**src/rtl/vram_sram_arbiter.sv**
```systemverilog
// vram_sram_arbiter: two-master (VGA scan-out m0, CPU m1) arbiter onto one SRAM port
//   clkMem, rst        : clock, synchronous active-high reset
//   m0_stb/addr        : read-only scan-out request, held until m0_ack
//   m0_ack/dout        : one-cycle completion pulse and read data
//   m1_stb/addr/we/din : CPU request, held until m1_ack
//   m1_ack/dout/err    : one-cycle completion pulse, read data, timeout flag
//   s_stb/addr/we/din  : SRAM request, held through the transaction
//   s_dout/s_ack       : SRAM read data and one-cycle completion
module vram_sram_arbiter #(
    parameter int MAX_BURST = 8,
    parameter int TIMEOUT   = 255
) (
    input  logic        clkMem,
    input  logic        rst,
    input  logic        m0_stb,
    input  logic [31:0] m0_addr,
    output logic        m0_ack,
    output logic [47:0] m0_dout,
    input  logic        m1_stb,
    input  logic [31:0] m1_addr,
    input  logic [3:0]  m1_we,
    input  logic [31:0] m1_din,
    output logic        m1_ack,
    output logic [47:0] m1_dout,
    output logic        m1_err,
    output logic        s_stb,
    output logic [31:0] s_addr,
    output logic [3:0]  s_we,
    output logic [31:0] s_din,
    input  logic [47:0] s_dout,
    input  logic        s_ack
);
    localparam int BW = $clog2(MAX_BURST + 1);
    typedef enum logic [1:0] {IDLE, BUSY, DONE} state_t;
    state_t        r_state;
    logic          r_gnt;
    logic [BW-1:0] r_burst;
    logic [7:0]    r_wait;
    logic          w_gnt1;
    logic          w_tmo;
    // m1 wins only when m0 is absent or m0 has used up its burst allowance
    assign w_gnt1 = m1_stb & (~m0_stb | (r_burst == BW'(MAX_BURST)));
    // last permitted BUSY cycle; an s_ack in this cycle still wins
    assign w_tmo  = r_wait == 8'(TIMEOUT - 1);
    always_ff @(posedge clkMem) begin
        if (rst) begin
            r_state <= IDLE;
            r_gnt   <= 1'b0;
            r_burst <= '0;
            r_wait  <= '0;
            s_stb   <= 1'b0;
            s_addr  <= '0;
            s_we    <= '0;
            s_din   <= '0;
            m0_ack  <= 1'b0;
            m1_ack  <= 1'b0;
            m1_err  <= 1'b0;
            m0_dout <= '0;
            m1_dout <= '0;
        end else begin
            case (r_state)
                IDLE: begin
                    // any path other than an m0 grant against a pending m1 clears the count;
                    // saturation is implicit since a full count forces the m1 grant
                    r_burst <= (!m1_stb || w_gnt1) ? '0 : r_burst + 1'b1;
                    if (m0_stb || m1_stb) begin
                        r_gnt   <= w_gnt1;
                        s_addr  <= w_gnt1 ? m1_addr : m0_addr;
                        s_we    <= w_gnt1 ? m1_we : 4'b0000;
                        s_din   <= w_gnt1 ? m1_din : 32'h0;
                        s_stb   <= 1'b1;
                        r_wait  <= '0;
                        r_state <= BUSY;
                    end
                end
                BUSY: begin
                    if (s_ack || w_tmo) begin
                        s_stb   <= 1'b0;
                        r_state <= DONE;
                        if (r_gnt) begin
                            m1_dout <= s_ack ? s_dout : 48'h0;
                            m1_err  <= ~s_ack;
                            m1_ack  <= 1'b1;
                        end else begin
                            m0_dout <= s_ack ? s_dout : 48'h0;
                            m0_ack  <= 1'b1;
                        end
                    end else begin
                        r_wait <= r_wait + 8'd1;
                    end
                end
                DONE: begin
                    m0_ack  <= 1'b0;
                    m1_ack  <= 1'b0;
                    m1_err  <= 1'b0;
                    r_state <= IDLE;
                end
                default: r_state <= IDLE;
            endcase
        end
    end
endmodule

```
**config.mk**
```make
export PLATFORM = sky130hd
export DESIGN_NAME = vram_sram_arbiter
export DESIGN_NICKNAME = d
export VERILOG_FILES = /design/src/rtl/vram_sram_arbiter.sv
export SDC_FILE = /design/constraint.sdc
export NUM_CORES = 1
export LEC_CHECK = 0
export CELL_PAD_IN_SITES_DETAIL_PLACEMENT = 0
export CELL_PAD_IN_SITES_GLOBAL_PLACEMENT = 1
export CORE_MARGIN = 2
export CORE_UTILIZATION = 27
export DETAILED_ROUTE_END_ITERATION = 8
export GPL_ROUTABILITY_DRIVEN = 0
export PLACE_DENSITY_LB_ADDON = 0.15
export SYNTH_ARGS = -nofsm -noshare
export SYNTH_HDL_FRONTEND = slang
export SYNTH_SLANG_ARGS = --single-unit
```
**constraint.sdc**
```tcl
create_clock -name clkMem -period 2.1 [get_ports clkMem]
set_clock_uncertainty 0.15 [all_clocks]
set_input_delay 0.42 -clock clkMem [delete_from_list [all_inputs] [get_ports clkMem]]
set_output_delay 0.42 -clock clkMem [all_outputs]
set_load 0.03 [all_outputs]
```
-- Word level (Yosys, flattened, before mapping)
Cells that the tools add are included.
- multiply operators: 0
- divide/modulo/power cells: 0
- add/subtract/negate cells: 2
- reduce and logical (&&, ||, !) cells: 15
- equal/unequal tests: 9
- muxes and demuxes: 23
- bitwise logic cells: 5
- order comparisons: 0
- shifts and indexed selects: 0
- operator list (operator ; count):
    2-to-1 mux 32 bit ; 2
    2-to-1 mux 48 bit ; 1
    AND reduction 3 bit ; 6
    2-to-1 mux 8 bit ; 2
    case mux 8 bit (2 select lines) ; 1
    inequality test 2 bit (second input constant) ; 5
    adder 8 x 1 -> 8 bit (second input constant) ; 1
    equality test 8 bit (second input constant) ; 1
    2-to-1 mux 1 bit ; 8
    2-to-1 mux 4 bit ; 2
    case mux 1 bit (2 select lines) ; 4
    adder 4 x 1 -> 4 bit (second input constant) ; 1
    equality test 4 bit (second input constant) ; 1
    2-to-1 mux 2 bit ; 2
    case mux 2 bit (2 select lines) ; 1
    AND reduction 2 bit ; 2
    nonzero test 2 bit ; 2
    logical OR 1 bit ; 3
    inverter 1 bit ; 3
    equality test 2 x 1 -> 1 bit (second input constant) ; 1
    equality test 2 bit (second input constant) ; 1
    logical NOT 2 bit ; 1
    AND 1 bit ; 1
    logical NOT 1 bit ; 1
    bitwise OR 1 bit ; 1
- logic and storage cells: 67
- bits in writable memories: 0
- output and inout bits: 168
- bits in read-only memories: 0
- bits in registers: 183
- latch bits: 0
- memories kept: 0
- input port bits: 153

-- Depth between registers and ports, before layout
Gate-level depths: netlist of the first run.
- depth in word-level cells: 5
- mapped depth: 8
- depth with buffers taken out: 6

-- Worst setup path before layout of the first run
No wires, ideal clock.
- path type: flip-flop to flip-flop
- start point: reg r_wait[0]
- end point: reg m0_dout[33]
- library setup time: 0.061 ns
- period minus slack after synthesis: 1.940 ns
- setup slack: 0.160 ns
- data required time: 1.889 ns
- stages on the path, launching flop included: 9
- buffers on the path: 2
- arrival: 1.730 ns
- cell sequence: dfxtp_1 > inv_1 > ha_1 > and4_1 > a21o_1 > a21oi_1 > buf_2 > buf_2 > a32o_1
- longest elaborated chain between the ends: 3
- ends and longest elaborated chain (element ; RTL line ; text):
    start: declaration ; 38 ; logic [7:0] r_wait;
    start signal: assignment ; 89 ; r_wait <= r_wait + 8'd1;
    equality test 8 bit ; 44 ; assign w_tmo = r_wait == 8'(TIMEOUT - 1);
    logical OR 1 bit ; 77 ; if (s_ack || w_tmo) begin
    AND reduction 3 bit (no source line) ; n/a ;
    end signal: assignment ; 85 ; m0_dout <= s_ack ? s_dout : 48'h0;
    end: declaration ; 18 ; output logic [47:0] m0_dout,
Every way passes these cells.
A chain may end at the register's enable or synchronous reset.

-- Worst setup path after layout of the first run
- start point: reg s_addr[26]
- end point: out s_addr[26]
- RTL lines (element ; RTL line ; text):
    start: declaration ; 27 ; output logic [31:0] s_addr,
    start signal: assignment ; 68 ; s_addr <= w_gnt1 ? m1_addr : m0_addr;
No word-level cell between the ends.

==> results of run 1 <==
==> cells in the final DEF, fill, tap and decap left out, types with 2 or more instances in the layout <==
| cell | instances |
|---|---|
| o21ai_0 | 3 |
| inv_1 | 5 |
| a21oi_1 | 50 |
| clkinvlp_4 | 3 |
| dlymetal6s2s_1 | 14 |
| a32o_1 | 96 |
| ha_1 | 4 |
| a22oi_1 | 2 |
| buf_12 | 18 |
| dfxtp_1 | 182 |
| buf_4 | 20 |
| nor3_1 | 66 |
| a21oi_4 | 2 |
| nand2b_1 | 2 |
| a21boi_0 | 2 |
| nor2_1 | 35 |
| inv_8 | 2 |
| nand3_1 | 46 |
| dlygate4sd2_1 | 4 |
| inv_6 | 5 |
| clkinv_8 | 4 |
| clkdlybuf4s50_1 | 301 |
| clkbuf_16 | 17 |
| or3_1 | 3 |
| and3_1 | 2 |
| nand2_1 | 43 |
| xnor2_1 | 3 |
| nand4_1 | 3 |
| a31oi_1 | 4 |
| nor4_1 | 33 |
| and2_1 | 3 |
==> logic make-up (layout without fill, tap and decap cells) <==
kind of cell,Yosys count,count (layout),share of synthesized area
buffers and inverters,78,394,0.0501
adders and majority gates,4,4,0.00753
DFF,183,183,0.552
xor gates and xnor gates,3,3,0.00396
and+or+nand+nor,245,245,0.182
AOI/OAI and AO/OA,168,168,0.205
==> metrics by stage <==
step                      cells  area, µm²  setup TNS [ps]  total power, mW   util
after global placement     1289      10500           -57.9             5.48  0.433
after detailed placement   1289      10500           -1250             5.46  0.433
final                      1321      11100               0             8.52  0.458
after CTS                  1321      11100               0             8.68  0.457
after global routing       1321      11100           -5.28             8.93  0.458
after floorplan             681       6640               0             4.57      -
==> routing by layer <==
layer	vias to the layer above	routed length [µm]	track usage
li1	3184	-	-
met1	3051	9770	0.209
met2	228	10700	0.279
met3	20	1880	0.0656
met4	0	361	0.0455
met5	-	0	0
==> power groups by stage <==
stage / Clock (mW) / Combinational, mW / Sequential [mW]
6_report: 3.15 / 1.66 / 3.71
5_1_grt: 3.43 / 1.77 / 3.73
4_1_cts: 3.28 / 1.68 / 3.71
3_5_place_dp: 0 / 1.68 / 3.79
3_3_place_gp: 0 / 1.70 / 3.78
2_1_floorplan: 0 / 0.492 / 4.08
==> registers in the layout, summed over array words and instances, names as in the netlist <==
| signal | cells |
|---|---|
| s_we | 4 |
| m1_err | 1 |
| m1_ack | 1 |
| m1_dout | 48 |
| s_din | 32 |
| m0_ack | 1 |
| m0_dout | 48 |
| s_stb | 1 |
| r_state | 2 |
| r_wait | 8 |
| s_addr | 32 |
| r_burst | 4 |
| r_gnt | 1 |
==> cells in the mapped netlist, types with 3 or more instances <==
master    instances  area share
dfxtp_1         183        0.55
a32o_1           96        0.14
nor3_1           66       0.050
a21oi_1          52       0.039
nand3_1          46       0.035
clkbuf_1         44       0.025
nand2_1          43       0.024
nor2_1           35       0.020
nor4_1           33       0.031
buf_2            23       0.017
inv_1             5      0.0028
a31oi_1           4      0.0038
and2_1            4      0.0038
ha_1              4      0.0075
buf_1             3      0.0017
buf_4             3      0.0034
nand4_1           3      0.0028
o21ai_0           3      0.0023
or3_1             3      0.0028
xnor2_1           3      0.0040
==> worst reg2reg max path, delay by kind of cell, from the launching register on <==
kind,cells,cell delay [ps]
AOI/OAI and AO/OA,2,480
DFF,1,330
buffers and inverters,1,50
adders and majority gates,1,220
and+or+nand+nor,2,700
==> path summary, 6_finish.rpt <==
| check | slack (ps) | endpoint | depth (start not counted) |
|---|---|---|---|
| hold reg to reg | 300 | s_we[0] | 2 |
| hold / removal | 300 | s_we[0] | 2 |
| setup reg to reg | 90 | r_wait[7] | 6 |
| setup / recovery | 60 | s_addr[26] | 1 |
==> area by class of cell <==
type	instances	area, µm²	share of cell area
flip-flops and latches	183	3660	0.330
well taps	324	405	0.0365
clock inverters	15	159	0.0143
clock buffers	17	425	0.0383
repair buffers	357	3730	0.336
inverters	5	18.8	0.00169
multi-input cells	420	2710	0.244
==> what timing repair did <==
action / in CTS / in global routing
buffers inserted: 0 / 0
cloned: 0 / 0
gates resized for setup: 4 / 16
pin swaps: 0 / 2
setup endpoints to repair: 4 / 15
==> out/summary.txt, run 1 <==
Sink Count: 183
Pre-antenna DRT Iters: 4
setup violators final: 0
H-Tree Depth: 4
hpwl dp: 15.5 mm
drt drc: 0
Slowest-stage cell, CP: clkdlybuf4s50_1
reg-to-reg critical path startpoint: r_wait[0]
max_cap viols: 0
row count: 57
clock-pin slew on the worst setup and hold paths: 80 ps
area delta synth->final: 67.3%
Async SR Flop Fraction: 0
Leakage: 4.08 nW
internal power: 5.99 mW
f_max: 0.490 GHz
sequential share of the synthesized area: 0.552
type of the most critical hold path: reg2reg
CTS Hold Buffers Added: 0
Max Slew Vio Count: 0
Initial Utilization: 0.274
Die ar.: 25900 µm²
Net Sw Power: 2.54 mW
Rel. slew slack: 0.744
vias in the first global route: 6404
critical path data required time: 1530 ps
Fin. Hold Viols: 0
first-pass GRT wire length: 35.4 mm
Critical Path Start: s_addr[26]
Cell Chain, Critical Path: clkdlybuf4s50_1
Yosys Warn Count: 0
Syn Inst Count: 681
CORE AREA: 24200 µm²
drt total wl: 22.7 mm
register bit count reported by yosys: 183
sequential power share: 0.435
critical path endpoint category: output port
worst path bufs/invs: 1
ys flop type: dfxtp_1
Syn Area/Cell: 9.75 µm²
Startpoint Class: flop
status: completed
worst-path maximum fanout: 2
antenna viol nets, final: 0
Sw Share: 0.298
min setup slack post-route: 60.0 ps
Post-synth EDFFs: 0
critical setup path kind: reg2out
CTS tree: yes
hold_ws: 302 ps
via/cell ratio: 4.91
CTS root buf: clkbuf_16
Global Route Usage Sum: 0.170
Final min period: 2040 ps
Synth cell types: 39
fillers: 2384
initial antenna violation count: 0
crit-path max cell delay: 690 ps
pin slew with the least headroom to its limit: 382 ps
clk_lat worst skew: 430 ps
Final Cycle Share: 0.971
Remaining Overflow, GRT: 0
CTS Buffer Depth: 2
Die Wd: 161 µm
DP Worst Slack: -50.5 ps
Arr. time, crit path: 1470 ps
Ant. Diodes: 0
Pwr Density: 767 nW/µm²
Synth Net Count: 838
Comb pwr share: 0.195
clock network power share: 0.370
CP delay by family, top: buffers and inverters
via count of the routed design: 6483
HP Start: s_we[0]
Max IR drop VDD: 0.466 mV
drt wl/cell: 17.2 µm
CTS buffer count: 17
die height: 161 µm
largest net degree at the start of global routing: 60
Ports: 321
Nets: 1141
layout cells sized above 1: 0.0812
port bufs: 320
Initial DRC Count: 413
mapped cell area: 6640 µm²
Note: power is estimated with default switching activity, not from simulation.
==> run 2: changes to the inputs <==
- HOLD_SLACK_MARGIN: default -> 0.15
==> results of run 2 <==
The final DEF is identical to that of run 1; final timing and power are the same.
==> run 3: changes to the inputs <==
- CORE_UTILIZATION: 27 -> 29
- clock period: 2.1 -> 2.2 ns (I/O delays scaled with it)
==> out/summary.txt, run 3 (synthesis gave the netlist of run 1 again) <==
commonest non-fill, non-tap cell in the layout: clkdlybuf4s50_1
fillers: 2142
Largest regs: m0_dout (48), m1_dout (48)
Die ar.: 24100 µm²
max_cap viols: 0
via/cell ratio: 5.06
Max Slew Vio Count: 0
H-Tree Depth: 4
CTS buffer count: 17
Die Wd: 155 µm
status: completed
hpwl dp: 15.1 mm
Leakage: 3.82 nW
Pre-antenna DRT Iters: 4
drt wl/cell: 17.1 µm
Slowest-stage cell, CP: clkdlybuf4s50_1
initial antenna violation count: 0
setup repair after global routing missed its margin: no
critical path data required time: 1610 ps
via count of the routed design: 6476
Rel. slew slack: 0.728
final core utilization: 0.486
Ports: 321
Fin. Hold Viols: 0
critical path endpoint category: output port
critical setup path kind: reg2out
worst-path maximum fanout: 2
CTS tree: yes
post-CTS sizing: 0
sequential cell area: 3660 µm²
DP Worst Slack: -17.5 ps
drt total wl: 21.8 mm
clock-pin slew on the worst setup and hold paths: 70 ps
row count: 55
Initial Utilization: 0.294
Arr. time, crit path: 1490 ps
Pwr Density: 744 nW/µm²
CORE AREA: 22600 µm²
Remaining Overflow, GRT: 0
clk_lat worst skew: 420 ps
post-CTS setup repair buffer count: 0
Nets: 1139
CTS Hold Buffers Added: 0
pin slew with the least headroom to its limit: 407 ps
Global Route Usage Sum: 0.176
area of the multi-input gates: 2710 µm²
crit-path max cell delay: 730 ps
Cell Chain, Critical Path: clkdlybuf4s50_1
first-pass GRT wire length: 34.1 mm
f_max: 0.481 GHz
largest net degree at the start of global routing: 51
vias in the first global route: 6203
CP delay by family, top: buffers and inverters
Ant. Diodes: 0
Max IR drop VDD: 0.466 mV
layout cells sized above 1: 0.0774
port bufs: 320
Sink Count: 183
most frequent cells in the layout: clkdlybuf4s50_1, dfxtp_1, a32o_1, nor3_1, a21oi_1
setup violators final: 0
drt drc: 0
antenna viol nets, final: 0
die height: 155 µm
Initial DRC Count: 327
type of the most critical hold path: in2reg
area delta synth->final: 65.3%
CTS Buffer Depth: 2
worst path bufs/invs: 1
Final Cycle Share: 0.944
Final min period: 2080 ps
CTS root buf: clkbuf_16
Fin Setup TNS: 0 ps
Startpoint Class: flop
min setup slack post-route: 122 ps
==> run 3: per-layer routing <==
layer	routed length (µm)	vias to the layer above	GRT usage
met5	0	-	0
met4	270	0	0.0433
met3	1870	15	0.0663
met2	10300	233	0.290
met1	9440	3041	0.218
li1	-	3187	-
==> run 3: through the flow <==
stage	power [mW]	hold slack (ps)	area, µm²	instances
finish	8.17	291	11000	1280
global route	8.56	281	11000	1280
CTS	8.32	273	11000	1280
detailed placement	5.18	294	10400	1248
global placement	5.19	288	10400	1248
floorplan	4.36	306	6640	681
==> run 3: power by group <==
group | switching (mW) | leakage (nW) | internal [mW]
registers | 0.0775 | 1.49 | 3.46
logic | 0.837 | 2.04 | 0.716
clock network | 1.51 | 0.296 | 1.57
total | 2.43 | 3.82 | 5.75
==> run 3: final timing paths <==
check	from	end	slack, ps	cells after the start
worst max register to register	r_wait[0]	r_wait[7]	200	6
worst min-delay path	rst	s_stb	290	2
worst max-delay path	m0_dout[0]	m0_dout[0]	120	1
worst min register to register	s_din[0]	s_din[0]	300	2
==> run 3: cell type report <==
class                   instances  share of cell area
repair buffers                355               0.330
flip-flops and latches        183               0.334
multi-input cells             420               0.247
inverters                       5             0.00171
clock buffers                  18              0.0400
clock inverters                14              0.0153
well taps                     285              0.0325
